[config.mk]
export PLATFORM = sky130hd
export DESIGN_NAME = mult_share_ctrl
export DESIGN_NICKNAME = d
export VERILOG_FILES = /design/src/rtl/mult_share_ctrl.sv
export SDC_FILE = /design/constraint.sdc
export NUM_CORES = 1
export LEC_CHECK = 0
export BUFFER_PORTS_ARGS = -buffer_cell sky130_fd_sc_hd__buf_2
export CAP_MARGIN = 0
export CORE_AREA = 2 2 130 132
export CTS_BUF_LIST = sky130_fd_sc_hd__clkbuf_4
export DETAILED_ROUTE_END_ITERATION = 16
export DIE_AREA = 0 0 132 134
export GPL_ROUTABILITY_DRIVEN = 0
export GPL_TIMING_DRIVEN = 0
export PLACE_DENSITY = 0.72
export SYNTH_ARGS = -nofsm -noshare
export SYNTH_HDL_FRONTEND = slang
export SYNTH_SLANG_ARGS = --single-unit
[constraint.sdc]
create_clock -name clk -period 7.35 [get_ports clk]
set_clock_uncertainty 0.1 [all_clocks]
set_input_delay 1.47 -clock clk [delete_from_list [all_inputs] [get_ports clk]]
set_output_delay 1.47 -clock clk [all_outputs]
set_load 0.005 [all_outputs]
[src/rtl/mult_share_ctrl.sv]
`default_nettype none
// ============================================================================
// Module   : mult_share_ctrl
// Purpose  : Two-port round-robin arbiter and clear/load/compute sequencer
//            for a single shared sequential signed multiplier core.
// Revision : 1.0
// ============================================================================
module mult_share_ctrl #(
  parameter int WIDTH       = 32,
  parameter int LOAD_CYCLES = 2,
  parameter int CALC_CYCLES = 33
) (
  input  logic               clk,
  input  logic               rst,
  input  logic               req0_valid,
  input  logic [WIDTH-1:0]   req0_a,
  input  logic [WIDTH-1:0]   req0_b,
  output logic               req0_ready,
  input  logic               req1_valid,
  input  logic [WIDTH-1:0]   req1_a,
  input  logic [WIDTH-1:0]   req1_b,
  output logic               req1_ready,
  output logic               resp_valid,
  output logic               resp_id,
  output logic [2*WIDTH-1:0] resp_prod,
  output logic               busy,
  output logic               mul_rst,
  output logic               mul_en,
  output logic               mul_load,
  output logic [WIDTH-1:0]   mul_a,
  output logic [WIDTH-1:0]   mul_b,
  input  logic [2*WIDTH-1:0] mul_out
);

  localparam int c_cnt_max = (LOAD_CYCLES > CALC_CYCLES) ? LOAD_CYCLES : CALC_CYCLES;
  localparam int c_cnt_w   = $clog2(c_cnt_max + 1);

  localparam logic [c_cnt_w-1:0] c_load_init = c_cnt_w'(LOAD_CYCLES - 1);
  localparam logic [c_cnt_w-1:0] c_calc_init = c_cnt_w'(CALC_CYCLES - 1);
  localparam logic [c_cnt_w-1:0] c_cnt_one   = c_cnt_w'(1);
  localparam logic [c_cnt_w-1:0] c_cnt_zero  = '0;

  localparam logic [2:0] c_st_idle  = 3'd0;
  localparam logic [2:0] c_st_clear = 3'd1;
  localparam logic [2:0] c_st_load  = 3'd2;
  localparam logic [2:0] c_st_run   = 3'd3;
  localparam logic [2:0] c_st_done  = 3'd4;

  logic [2:0]         r_state;
  logic [2:0]         w_next_state;
  logic [c_cnt_w-1:0] r_cnt;
  logic [WIDTH-1:0]   r_op_a;
  logic [WIDTH-1:0]   r_op_b;
  logic               r_cur_id;
  logic               r_last_id;
  logic [2*WIDTH-1:0] r_resp_prod;
  logic               r_resp_id;
  logic               r_rst_hold;
  logic               w_grant1;
  logic               w_accept;
  logic               w_cnt_zero;
  logic               w_idle;

  // Requester 1 wins when it is the only one asking, or on a tie when 0 went last.
  assign w_grant1   = req1_valid & (~req0_valid | ~r_last_id);
  assign w_idle     = (r_state == c_st_idle);
  assign w_accept   = w_idle & (req0_valid | req1_valid);
  assign w_cnt_zero = (r_cnt == c_cnt_zero);

  // State register
  always_ff @(posedge clk or posedge rst) begin
    if (rst) begin
      r_state <= c_st_idle;
    end else begin
      r_state <= w_next_state;
    end
  end

  // Next-state logic
  always_comb begin
    w_next_state = r_state;
    case (r_state)
      c_st_idle:  if (w_accept) w_next_state = c_st_clear;
      c_st_clear: w_next_state = c_st_load;
      c_st_load:  if (w_cnt_zero) w_next_state = c_st_run;
      c_st_run:   if (w_cnt_zero) w_next_state = c_st_done;
      c_st_done:  w_next_state = c_st_idle;
      default:    w_next_state = c_st_idle;
    endcase
  end

  // Output logic; r_rst_hold keeps the core in reset until the first clock after rst
  always_comb begin
    busy       = ~w_idle;
    mul_rst    = r_rst_hold | (r_state == c_st_clear);
    mul_en     = (r_state == c_st_load) | (r_state == c_st_run);
    mul_load   = (r_state == c_st_load);
    resp_valid = (r_state == c_st_done);
    req0_ready = w_idle & ~w_grant1;
    req1_ready = w_idle & w_grant1;
  end

  // Datapath: phase counter, operand latch, arbitration history, result capture
  always_ff @(posedge clk or posedge rst) begin
    if (rst) begin
      r_cnt       <= c_cnt_zero;
      r_op_a      <= '0;
      r_op_b      <= '0;
      r_cur_id    <= 1'b0;
      r_last_id   <= 1'b1;
      r_resp_prod <= '0;
      r_resp_id   <= 1'b0;
      r_rst_hold  <= 1'b1;
    end else begin
      r_rst_hold <= 1'b0;
      case (r_state)
        c_st_clear: r_cnt <= c_load_init;
        c_st_load:  r_cnt <= w_cnt_zero ? c_calc_init : (r_cnt - c_cnt_one);
        c_st_run:   if (!w_cnt_zero) r_cnt <= r_cnt - c_cnt_one;
        default:    r_cnt <= r_cnt;
      endcase
      if (w_accept) begin
        r_op_a    <= w_grant1 ? req1_a : req0_a;
        r_op_b    <= w_grant1 ? req1_b : req0_b;
        r_cur_id  <= w_grant1;
        r_last_id <= w_grant1;
      end
      if ((r_state == c_st_run) && w_cnt_zero) begin
        r_resp_prod <= mul_out;
        r_resp_id   <= r_cur_id;
      end
    end
  end

  assign mul_a     = r_op_a;
  assign mul_b     = r_op_b;
  assign resp_prod = r_resp_prod;
  assign resp_id   = r_resp_id;

endmodule
`default_nettype wire

==> results.json <==
{
  "syn-num-nets": 614,
  "clk_latency_ns": 0.53,
  "holdPathStages": 1,
  "syn_area_um2": 6470,
  "power_density_nw_per_um2": 367,
  "synth_top_flop_cell": "dfrtp_1",
  "period_needed_ns": 4.45,
  "netlist-cell-type-count": 42,
  "peakVddDrop_mv": 0.229,
  "die_y_um": 134,
  "ant_nets": 0,
  "p_switching_mw": 0.988,
  "hold_viol_final": 0,
  "synth_seq_cells": 141,
  "area_delta_synth_final_pct": 34.8,
  "grt_usage_pct": 17.8,
  "n_antenna_cell": 0,
  "comb_power_share_pct": 41.6,
  "drv_cap": 0,
  "p_int_mw": 2.22,
  "ios": 332,
  "cts_setup_buffers": 0,
  "die_area_um2": 17700,
  "rsz0062_at_grt": "no",
  "synth_seq_area_share_pct": 54.5,
  "dr_total_vias": 4673,
  "reg2reg_to": "mul_b[3]",
  "final_common_cell": "buf_2",
  "setup_viol": 0,
  "status": "finished, final reports clean",
  "seq_power_share_pct": 42.5,
  "p_leak_nw": 4.44,
  "min_to": "mul_a[2]",
  "final_cells": 1001,
  "final_cell_mix": "buf_2, mux2_2, dfrtp_1, mux2_4, clkbuf_4",
  "synth_top_area_share_pct": 53.7,
  "crit_type": "input port to output pin",
  "cp-end-kind": "output pin",
  "rr_startpoint": "r_last_id",
  "synth-edff-count": 0,
  "hold_buffers": 0,
  "crit_arrival_ns": 2.88,
  "worst_setup_path_start_kind": "input port",
  "cts_buffers": 17,
  "clock_path_buffers": 2,
  "grt_pass1_wl_um": 24800,
  "synth.top_cells.by_area": "dfrtp_1, mux2_2, mux2_4",
  "cts_tree": "built",
  "worst_pin_slew_ns": 0.582,
  "slew_violations": 0,
  "async_flop_share_pct": 100,
  "postSynthCellCount": 417,
  "dp_hpwl_um": 12000,
  "clk_pin_slew_ns": 0.11,
  "fin_setup_tns_ns": 0,
  "r2r_cells": 5,
  "yosysWarnings": 0,
  "avgSynthCellArea_um2": 15.5,
  "place_inst": 969,
  "drt_iter0_drc": 153,
  "root_buffer": "clkbuf_4",
  "switching_share_pct": 30.8,
  "start_util_pct": 39.7,
  "routed_wire_length_per_instance_um": 15.5,
  "overflow": 0,
  "clock_power_share_pct": 15.9,
  "coreArea_um2": 16300,
  "fmaxAchievable_ghz": 0.225,
  "vias_per_cell": 4.67,
  "rrSetupSlack_ns": 5.12,
  "hold_path_class": "register to register",
  "drc": 0,
  "crit_required_ns": 5.78,
  "wl_um": 15500,
  "hp-start": "mul_a[2]",
  "clock_sinks": 141,
  "drt_pass1_iterations": 5,
  "die_x_um": 132,
  "synth_top_cell_by_area": "dfrtp_1",
  "power_mw": 3.20,
  "grt_pass1_vias": 4896,
  "antenna_found_initial": 0,
  "cts-resized-gates": 0,
  "io_buffers": 331,
  "maxSlewHeadroom_pct": 61.2,
  "grt_max_degree": 79,
  "layout-drive-gt1-share_pct": 75.0,
  "fin_crit_sh_pct": 60.5,
  "htreeDepth": 4,
  "rows": 47,
  "cp_max_fo": 10,
  "fin_nets": 965
}
==> worst max-delay path by stage <==
stage,startpoint,to,slack (ns),cells past startpoint
final,req0_valid,req1_ready,2.90,6
after global routing,req0_valid,req1_ready,2.71,6
after CTS,req0_valid,req1_ready,2.85,6
after detailed placement,req0_valid,req1_ready,2.82,6
after global placement,rst,mul_a[8],0.32,2
after floorplan,rst,mul_a[0],2.00,1
==> registers in the layout, summed over array words and instances, names as in the netlist <==
signal,count
mul_a,32
r_last_id,1
r_state,3
r_rst_hold,1
r_cur_id,1
resp_id,1
mul_b,32
resp_prod,64
r_cnt,6
==> power groups by stage <==
stage                     Sequential, mW  Clock, mW  Combinational (mW)
after global placement              1.36          0                1.32
final                               1.36      0.508                1.33
after global routing                1.42      0.565                1.45
after detailed placement            1.38          0                1.35
after CTS                           1.37      0.530                1.35
after floorplan                     1.40          0               0.732
==> per-layer routing <==
layer  vias up  share of wire (%)  GRT usage (%)
met5         -                  0              0
met4         0                2.2           6.16
met3        31                8.0           6.24
met2       216                 51           30.8
met1      2217                 39           20.5
li1       2209                  -              -
==> final cells by class <==
type                    instances  area [um2]
fillers                      1451        7560
plain buffers                  25         189
flip-flops and latches        141        3530
clock buffers                  18         135
inverters                       8        35.0
well taps                     220         275
repair buffers                332        1680
multi-input cells             243        2720
clock inverters                14         151
==> cell families (layout without fill, tap and decap cells) <==
logic type / after synthesis / after routing / synth area share (%)
adders and majority gates: 1 / 1 / 0.193
muxes: 194 / 194 / 36.6
buffers and inverters: 33 / 397 / 3.38
and+or+nand+nor: 25 / 25 / 2.55
AOI/OAI and AO/OA: 22 / 22 / 2.63
other: 1 / 1 / 0.0579
DFF: 141 / 141 / 54.5
==> synth_stat cells, drive strengths merged (2+ instances only) <==
cell type	count
a31oi	2
a21oi	2
nor2	6
o311ai	2
nand3	2
mux2	194
buf	22
dfrtp	139
dfstp	2
o211ai	3
nand2	2
clkbuf	3
nor3	2
o41ai	3
o21bai	2
inv	8
or3b	2
nand2b	3
==> critical path, stage by stage <==
cell and delay (ns):
buf_2 0.11, a21boi_0 0.33, buf_2 0.31, buf_2 0.33, and2_1 0.19, buf_2 0.12
==> through the flow <==
step / setup slack (ns) / utilization [%] / cell area (um2) / hold slack [ns]
final: 2.90 / 53.6 / 8720 / 0.411
after global routing: 2.71 / 53.6 / 8720 / 0.427
after CTS: 2.85 / 53.6 / 8720 / 0.416
after detailed placement: 2.82 / 51.8 / 8440 / 0.386
after global placement: 0.325 / 51.6 / 8410 / 0.383
after floorplan: 2.00 / - / 6470 / 0.382
(Power assumes the default switching activity.)
